==> src/rtl/seg_scan_mux_pkg.sv <==
// Shared constants and FSM state type for the segment scan multiplexer.
package seg_scan_mux_pkg;

  localparam logic [6:0] SEG_ZERO = 7'h3F;
  localparam logic [6:0] SEG_OFF  = 7'h00;

  typedef enum logic [1:0] {
    IDLE  = 2'd0,
    BLANK = 2'd1,
    SHOW  = 2'd2
  } scan_state_t;

endpackage

==> src/rtl/seg_scan_mux_scan_slot_counter.sv <==
// Slot timing: cycle-within-slot counter, digit index, and slot/frame end strobes.
module scan_slot_counter #(
  parameter int unsigned DIGIT_CYC = 4,
  parameter int unsigned CNT_W     = 2
) (
  input  logic             clk,
  input  logic             reset,
  input  logic             clear,
  input  logic             run,
  output logic [CNT_W-1:0] cnt,
  output logic [2:0]       digit_idx,
  output logic             slot_end,
  output logic             frame_end
);

  localparam logic [CNT_W-1:0] CNT_LAST = CNT_W'(DIGIT_CYC - 1);

  assign slot_end  = run && (cnt == CNT_LAST);
  assign frame_end = slot_end && (digit_idx == 3'd7);

  always_ff @(posedge clk) begin
    if (reset || clear) begin
      cnt       <= '0;
      digit_idx <= '0;
    end else if (run) begin
      if (slot_end) begin
        cnt       <= '0;
        digit_idx <= digit_idx + 3'd1;
      end else begin
        cnt <= cnt + CNT_W'(1);
      end
    end
  end

endmodule

==> src/rtl/seg_scan_mux.sv <==
// Time-multiplexes eight frame-snapshotted 7-segment patterns onto one bus with blanking gaps.
module seg_scan_mux
  import seg_scan_mux_pkg::*;
#(
  parameter int unsigned DIGIT_CYC      = 4,
  parameter int unsigned BLANK_CYC      = 1,
  parameter bit          SEG_ACTIVE_LOW = 1'b1,
  parameter bit          AN_ACTIVE_LOW  = 1'b1
) (
  input  logic       clk,
  input  logic       reset,
  input  logic       enable,
  input  logic       blank_lz,
  input  logic [6:0] n_msb,
  input  logic [6:0] n_lsb,
  input  logic [6:0] e_msb,
  input  logic [6:0] e_lsb,
  input  logic [6:0] s_msb,
  input  logic [6:0] s_lsb,
  input  logic [6:0] w_msb,
  input  logic [6:0] w_lsb,
  output logic [6:0] seg,
  output logic [7:0] an,
  output logic [2:0] digit_idx,
  output logic       frame_done
);

  localparam int unsigned CNT_W = (DIGIT_CYC > 1) ? $clog2(DIGIT_CYC) : 1;
  localparam logic [CNT_W-1:0] BLANK_LAST = CNT_W'((BLANK_CYC == 0) ? 0 : BLANK_CYC - 1);
  localparam scan_state_t SLOT_FIRST = (BLANK_CYC == 0) ? SHOW : BLANK;

  scan_state_t      state, state_nx;
  logic [CNT_W-1:0] cnt;
  logic             slot_end, frame_end;
  logic [6:0]       snap [8];
  logic             lz_q;
  logic             load;
  logic [6:0]       cur;
  logic             suppress;
  logic [7:0]       an_act;
  logic [6:0]       seg_act;

  scan_slot_counter #(
    .DIGIT_CYC (DIGIT_CYC),
    .CNT_W     (CNT_W)
  ) u_counter (
    .clk       (clk),
    .reset     (reset),
    .clear     (!enable || (state == IDLE)),
    .run       (state != IDLE),
    .cnt       (cnt),
    .digit_idx (digit_idx),
    .slot_end  (slot_end),
    .frame_end (frame_end)
  );

  assign frame_done = frame_end;
  assign load       = enable && ((state == IDLE) || frame_end);

  always_ff @(posedge clk) begin
    if (reset) begin
      state <= IDLE;
    end else begin
      state <= state_nx;
    end
  end

  // blank_lz is registered so the display outputs depend on flops only.
  always_ff @(posedge clk) begin
    if (reset) begin
      lz_q <= 1'b0;
      for (int unsigned i = 0; i < 8; i++) snap[i] <= '0;
    end else begin
      lz_q <= blank_lz;
      if (load) begin
        snap[0] <= n_msb;
        snap[1] <= n_lsb;
        snap[2] <= e_msb;
        snap[3] <= e_lsb;
        snap[4] <= s_msb;
        snap[5] <= s_lsb;
        snap[6] <= w_msb;
        snap[7] <= w_lsb;
      end
    end
  end

  always_comb begin
    state_nx = state;
    if (!enable) begin
      state_nx = IDLE;
    end else begin
      unique case (state)
        IDLE:    state_nx = SLOT_FIRST;
        BLANK:   if (cnt == BLANK_LAST) state_nx = SHOW;
        SHOW:    if (slot_end) state_nx = SLOT_FIRST;
        default: state_nx = IDLE;
      endcase
    end
  end

  always_comb begin
    cur      = snap[digit_idx];
    suppress = lz_q && !digit_idx[0] && (cur == SEG_ZERO);
    an_act   = '0;
    seg_act  = SEG_OFF;
    if ((state == SHOW) && !suppress) begin
      an_act[digit_idx] = 1'b1;
      seg_act           = cur;
    end
    an  = AN_ACTIVE_LOW  ? ~an_act  : an_act;
    seg = SEG_ACTIVE_LOW ? ~seg_act : seg_act;
  end

endmodule

==> config.mk <==
export PLATFORM = sky130hd
export DESIGN_NAME = seg_scan_mux
export DESIGN_NICKNAME = d
export VERILOG_FILES = /design/src/rtl/seg_scan_mux_pkg.sv /design/src/rtl/seg_scan_mux_scan_slot_counter.sv /design/src/rtl/seg_scan_mux.sv
export SDC_FILE = /design/constraint.sdc
export NUM_CORES = 1
export LEC_CHECK = 0
export CORE_AREA = 8 8 86 88
export CTS_CLUSTER_SIZE = 40
export DETAILED_ROUTE_END_ITERATION = 6
export DIE_AREA = 0 0 94 96
export PLACE_DENSITY = 0.8
export REMOVE_ABC_BUFFERS = 1
export SLEW_MARGIN = 15
export SYNTH_ARGS = -nofsm -noshare
export SYNTH_HDL_FRONTEND = slang
export SYNTH_SLANG_ARGS = --single-unit
==> constraint.sdc <==
create_clock -name clk -period 6.28 [get_ports clk]
set_input_delay 1.256 -clock clk [delete_from_list [all_inputs] [get_ports clk]]
set_output_delay 1.256 -clock clk [all_outputs]
set_load 0.005 [all_outputs]
==> flow_metrics.tcl, run 1 <==
set metrics [dict create \
    status "completed" \
    cp-end-kind "primary output" \
    post_cts_buffers 0 \
    power_density_nw_per_um2 222.3 \
    hold_class "flop to flop" \
    cts_hold_buffers 0 \
    max_freq_ghz 0.2142 \
    final_net_count 357 \
    cts_tree "yes" \
    fin_tns_setup_ps 0 \
    fin_ws_ps 1610 \
    netlist_instances 218 \
    pre_cts_ws_ps 1879 \
    grt_pass1_wl_um 9328 \
    yosysUniqueCellTypes 29 \
    gr-total-overflow 0 \
    antenna_left 0 \
    clock_latency_ps 340 \
    critPathKind "flop to primary output" \
    critPathRequiredTime_ps 5020 \
    placed_area_sq_um 3914 \
    timing.final.crit_share_pct 74.36 \
    ys_warn_count 0 \
    hpwlAfterDp_um 4389 \
    finalSetupViolations 0 \
    p_leak_nw 1.509 \
    instances_no_fill 375 \
    die_w_um 94 \
    rsz0062_at_grt "false" \
    dr_total_vias 1886 \
    min_period_ps 4670 \
    die_y_um 96 \
    boundaryPins 79 \
    portBuffers 78 \
    finalInstanceArea_sq_um 4086 \
    syn2layout_area_growth_pct 31.06 \
    p_total_mw 0.9084 \
    antenna_found_initial 0 \
    ir_worst_vdd_uv 136.3 \
    synth.avg_cell_area_sq_um 14.30 \
    synth_seq_cells 67 \
    highest_layer "met4" \
    start_util_pct 51.15 \
    rows 29 \
    grt_max_degree 57 \
    place.gp.congestion 0.7159 \
    drv_cap 0 \
    cts.htree.levels 3 \
    firstDrtPassIters 4 \
    grt_usage_pct 14.03 \
    netlist_area_sq_um 3118 \
    drc 0 \
    core_area_sq_um 6096 \
    postLayoutCoreUtil_pct 67.04 \
    wl_met2_um 3107 \
    cts-resized-gates 0 \
    routed_wl_um 6069 \
    placed_cells 359 \
    m1WireLength_um 2418 \
    cts_made_buffers 9 \
    wl_per_cell_um 16.18 \
    numClockSinks 67 \
    drive_gt1_share_pct 14.09 \
    finalHoldViolations 0 \
    max_slew_margin_pct 23.38 \
    hold_ws_ps 461.6 \
    yosysSeqAreaShare_pct 61.00 \
    maxSlewViolCount 0 \
    avgViaCountPerCell 5.029 \
    root_buffer "clkbuf_8" \
    start_kind "flop" \
    drt_iter0_drc 80 \
    clock_skew_ps 12.14 \
    clk_pin_slew_ps 70 \
    grt_pass1_vias 1943 \
    antenna_cells 0 \
    die-area_sq_um 9024 \
    clockBufferDepth 2 \
    cp.arrival_ps 3410 \
    worst-path-max-fanout 14 \
    dr_wl_met3_um 437 \
    tightest_slew_ps 1147 \
]
==> worst max-delay path, stage by stage (launching register included) <==
cell and delay, ps:
dfxtp_1 970, mux4_2 610, mux2i_1 170, nand2_1 80
or4_4 620, nand4b_2 120, clkdlybuf4s50_1 520
==> final cells by class <==
class / instances / area, sq um
Clock buffer: 11 / 131.4
Clock inverter: 5 / 30.03
Fill cell: 467 / 2009
Inverter: 4 / 15.01
Multi-Input combinational cell: 133 / 1131
Sequential cell: 67 / 1902
Tap cell: 77 / 96.34
Timing Repair Buffer: 78 / 780.7
==> placed cells by master (no fill, tap or decap), types with 4 or more instances in the layout <==
cell type,instances
nand2_1,8
and2_1,42
inv_1,4
mux2_2,4
ha_1,4
mux2i_1,5
edfxtp_1,56
nor2b_1,19
nand3_2,4
mux4_2,14
clkdlybuf4s50_1,78
clkbuf_8,9
dfxtp_1,11
nor2_1,12
==> registers in the layout, indices dropped and copies added (netlist names), named ones only <==
name / flops
u_counter.cnt: 2
snap: 56
state: 2
u_counter.digit_idx: 3
lz_q: 1
==> kinds of logic (layout without fill, tap and decap cells) <==
group	after synthesis	count (layout)	synth area share, %
buffers and inverters	18	98	3.210
XOR/XNOR	1	1	0.2810
AND/OR/NAND/NOR	100	100	19.74
adder cells (fa/ha/maj)	4	4	1.605
multiplexers	23	23	13.16
flip-flops	67	67	61.00
AO/OA/AOI/OAI	5	5	1.003
==> layer usage <==
| metal | vias up | global-route usage, % |
|---|---|---|
| met4 | 0 | 7.133 |
| met2 | 62 | 23.92 |
| met3 | 8 | 4.758 |
| met5 | - | 0 |
| li1 | 931 | - |
| met1 | 885 | 15.34 |
==> synth_stat cells <==
| cell | count | area, sq um |
|---|---|---|
| ha_1 | 4 | 50.05 |
| xnor2_1 | 1 | 8.760 |
| nand2_1 | 8 | 30.03 |
| a21oi_1 | 2 | 10.01 |
| nor3_1 | 2 | 10.01 |
| mux2_2 | 4 | 45.04 |
| and2_1 | 42 | 262.8 |
| nand4b_2 | 3 | 45.04 |
| nor2b_1 | 20 | 125.1 |
| nand2b_1 | 2 | 12.51 |
| or4_4 | 1 | 11.26 |
| nand4_1 | 2 | 12.51 |
| buf_6 | 2 | 22.52 |
| o21ai_1 | 1 | 5.000 |
| or2_1 | 1 | 6.260 |
| nor2_1 | 12 | 45.04 |
| a21o_1 | 1 | 7.510 |
| buf_1 | 2 | 7.510 |
| dfxtp_1 | 11 | 220.2 |
| nand3_1 | 3 | 15.01 |
| buf_12 | 1 | 20.02 |
| buf_2 | 1 | 5.000 |
| inv_1 | 4 | 15.01 |
| edfxtp_1 | 56 | 1682 |
| mux4_2 | 14 | 315.3 |
| mux2i_1 | 5 | 50.05 |
| o22a_1 | 1 | 8.760 |
| clkbuf_1 | 8 | 30.03 |
| nand3_2 | 4 | 40.04 |
==> path summary, 6_finish.rpt <==
check	from	to	slack [ps]	cells past startpoint
worst max-delay path	flop	an[4]	1610	6
worst min-delay path	u_counter.cnt[0]	u_counter.cnt[0]	460	1
worst max register to register	u_counter.digit_idx[0]	snap[2][3]	4160	6
worst min register to register	u_counter.cnt[0]	u_counter.cnt[0]	460	1
==> power breakdown <==
group | total [mW] | internal (mW) | switching [mW]
logic | 0.0881 | 0.0557 | 0.0323
registers | 0.525 | 0.517 | 0.00819
clock network | 0.295 | 0.141 | 0.154
Note: power is estimated with default switching activity, not from simulation.
==> inputs of run 2 (changes only) <==
Settings changed: CORE_AREA 8 8 86 88 to 8 8 94 96, DIE_AREA 0 0 94 96 to 0 0 102 104, PLACE_DENSITY 0.8 to 0.7.
Clock period 6.28 ns to 3.8 ns, I/O delays scaled along.
==> run 2 against run 1 <==
Net effect:
- critical path depth is 1 higher
- register-to-register slack got worse by 2700 ps
- cell count grew 8.3%
- non-clock buffer count increased by 6
- utilization fell by 10 points
- sequential share of layout area decreased by 1.5 points
- clock power increased by 110%
- via count is 0.32% higher
- hold slack about the same
- first-iteration DRC count shrank 18%
- wire length is 2.8% higher
- combinational power grew 70%
- critical path type unchanged
- critical endpoint unchanged
- largest cell class unchanged
- largest power group unchanged
- highest routed layer unchanged
==> flow_metrics.tcl, run 2 (same netlist as run 1, synthesis figures left out) <==
set metrics [dict create \
    avgViaCountPerCell 4.660 \
    max_freq_ghz 0.2779 \
    start_util_pct 41.87 \
    fin_tns_setup_ps 0 \
    portBuffers 78 \
    grt_usage_pct 12.39 \
    wl_per_cell_um 15.36 \
    regMostFlops "snap" \
    most-common-layout-cells "78 x clkdlybuf4s50_1, 56 x edfxtp_1, 42 x and2_1" \
    placed_area_sq_um 4015 \
    layout_commonest_cell "clkdlybuf4s50_1" \
    cts.htree.levels 3 \
    reg_top3 "snap x56, u_counter.digit_idx x3" \
    rsz0062_at_grt "false" \
    antenna_left 0 \
    status "completed" \
    tightest_slew_ps 995.8 \
    crit_path_top_delay_cell "or4_4" \
    r2r_cells 6 \
    max_slew_margin_pct 33.48 \
    numClockSinks 67 \
    critPathRequiredTime_ps 3040 \
    p_leak_nw 1.564 \
    core_area_sq_um 7447 \
    die_w_um 102 \
    largest_reg_flops 56 \
    path_cells "buf_12 > mux4_2 > mux2_2 > nand4_1 > or4_4 > nand4b_2 > clkdlybuf4s50_1" \
    die_y_um 104 \
    antenna_cells 0 \
    grt_pass1_wl_um 9998 \
    hold_class "flop to flop" \
    routed_wl_um 6237 \
    dr_total_vias 1892 \
    placed_cells 390 \
    min_period_ps 3599 \
    firstDrtPassIters 4 \
    die-area_sq_um 10610 \
    cp-end-kind "primary output" \
    start_kind "flop" \
    clk_pin_slew_ps 70 \
    power_density_nw_per_um2 386.2 \
    final_net_count 363 \
    drive_gt1_share_pct 15.79 \
    drt_iter0_drc 66 \
    drv_cap 0 \
    cp.arrival_ps 2840 \
    cp_slowest_stage_delay_ps 650 \
    cts_tree "yes" \
    min_path_cells 1 \
    finalHoldViolations 0 \
    clockBufferDepth 2 \
    critPathKind "flop to primary output" \
    reg2reg_slack_ps 1490 \
    clock_skew_ps 8.189 \
    instances_no_fill 406 \
    path_buf_inv 2 \
    root_buffer "clkbuf_8" \
    finalSetupViolations 0 \
    worstReg2RegStart "u_counter.digit_idx[0]" \
    worstReg2RegEnd "snap[6][3]" \
    syn2layout_area_growth_pct 35.47 \
    timing.final.crit_share_pct 94.70 \
    gr-total-overflow 0 \
    worst-path-max-fanout 10 \
    clock_latency_ps 330 \
    min_to "u_counter.cnt[0]" \
    finalInstanceArea_sq_um 4224 \
    cp_top_family "simple AND/OR/NAND/NOR gates" \
    cts_hold_buffers 0 \
    rows 32 \
    antenna_found_initial 0 \
    fill_cells 641 \
    place.gp.congestion 0.7589 \
    min_from "u_counter.cnt[0]" \
    grt_pass1_vias 2080 \
    cts_made_buffers 9 \
    maxSlewViolCount 0 \
    ir_worst_vdd_uv 210.1 \
    hpwlAfterDp_um 4780 \
    grt_max_degree 32 \
    drc 0 \
    boundaryPins 79 \
]
-- run 2: changes by cell type in the layout (fill, tap and decap cells not counted), sizes merged --
cell	previous run	this run
buf	0	6
bufinv	0	2
clkinvlp	2	1
clkbuf	11	10
-- run 2: worst reg2reg max path: cells and delay by family (launching register included) --
family                   cells  cell delay, ps
flip-flops                   1             580
buffers and inverters        1             280
AND/OR/NAND/NOR              1              70
AO/OA/AOI/OAI                2             700
adder cells (fa/ha/maj)      2             360
-- run 2: cell type report --
class                           instances  area (sq um)  area share, %
Sequential cell                        67          1903          45.05
Clock buffer                           10         127.6          3.021
Clock inverter                          6         80.08          1.896
Inverter                                4         15.01         0.3555
Multi-Input combinational cell        133          1120          26.51
Timing Repair Buffer                   84         850.8          20.14
Tap cell                              102         127.6          3.021
-- run 2: repair_timing --
item / 4_1_cts / 5_1_grt
setup buffers: 0 / 0
resized for setup: 0 / 1
setup endpoints to repair: 0 / 8
-- run 2: power by group --
group / internal (mW) / total (mW) / switching (mW)
Sequential: 0.854 / 0.869 / 0.0142
Combinational: 0.0953 / 0.150 / 0.0543
Clock: 0.364 / 0.613 / 0.249
Total: 1.31 / 1.63 / 0.317
-- run 2: how the worst max path moves through the flow --
stage	slack, ps	to	depth (start not counted)
5_1_grt	100	an[4]	6
3_5_place_dp	430	an[4]	6
2_1_floorplan	740	an[0]	5
3_3_place_gp	510	an[4]	7
6_report	200	an[4]	7
4_1_cts	70	an[4]	6
-- run 2: per-stage QoR --
stage / total power [mW] / setup WS (ps) / hold slack, ps / utilization, %
CTS: 1.645 / 69.61 / 466.9 / 56.70
finish: 1.631 / 201.5 / 461.1 / 56.72
floorplan: 0.9446 / 744.8 / 432.3 / -
detailed placement: 1.037 / 434.9 / 457.3 / 53.91
global route: 1.690 / 101.9 / 494.2 / 56.72
global placement: 1.033 / 514.5 / 441.4 / 53.91
-- run 2: routing by layer --
metal,global-route usage [%],share of wire [%]
met1,14.35,44
met2,20.07,48
met3,3.882,6.3
met4,5.981,1.7
met5,0,0
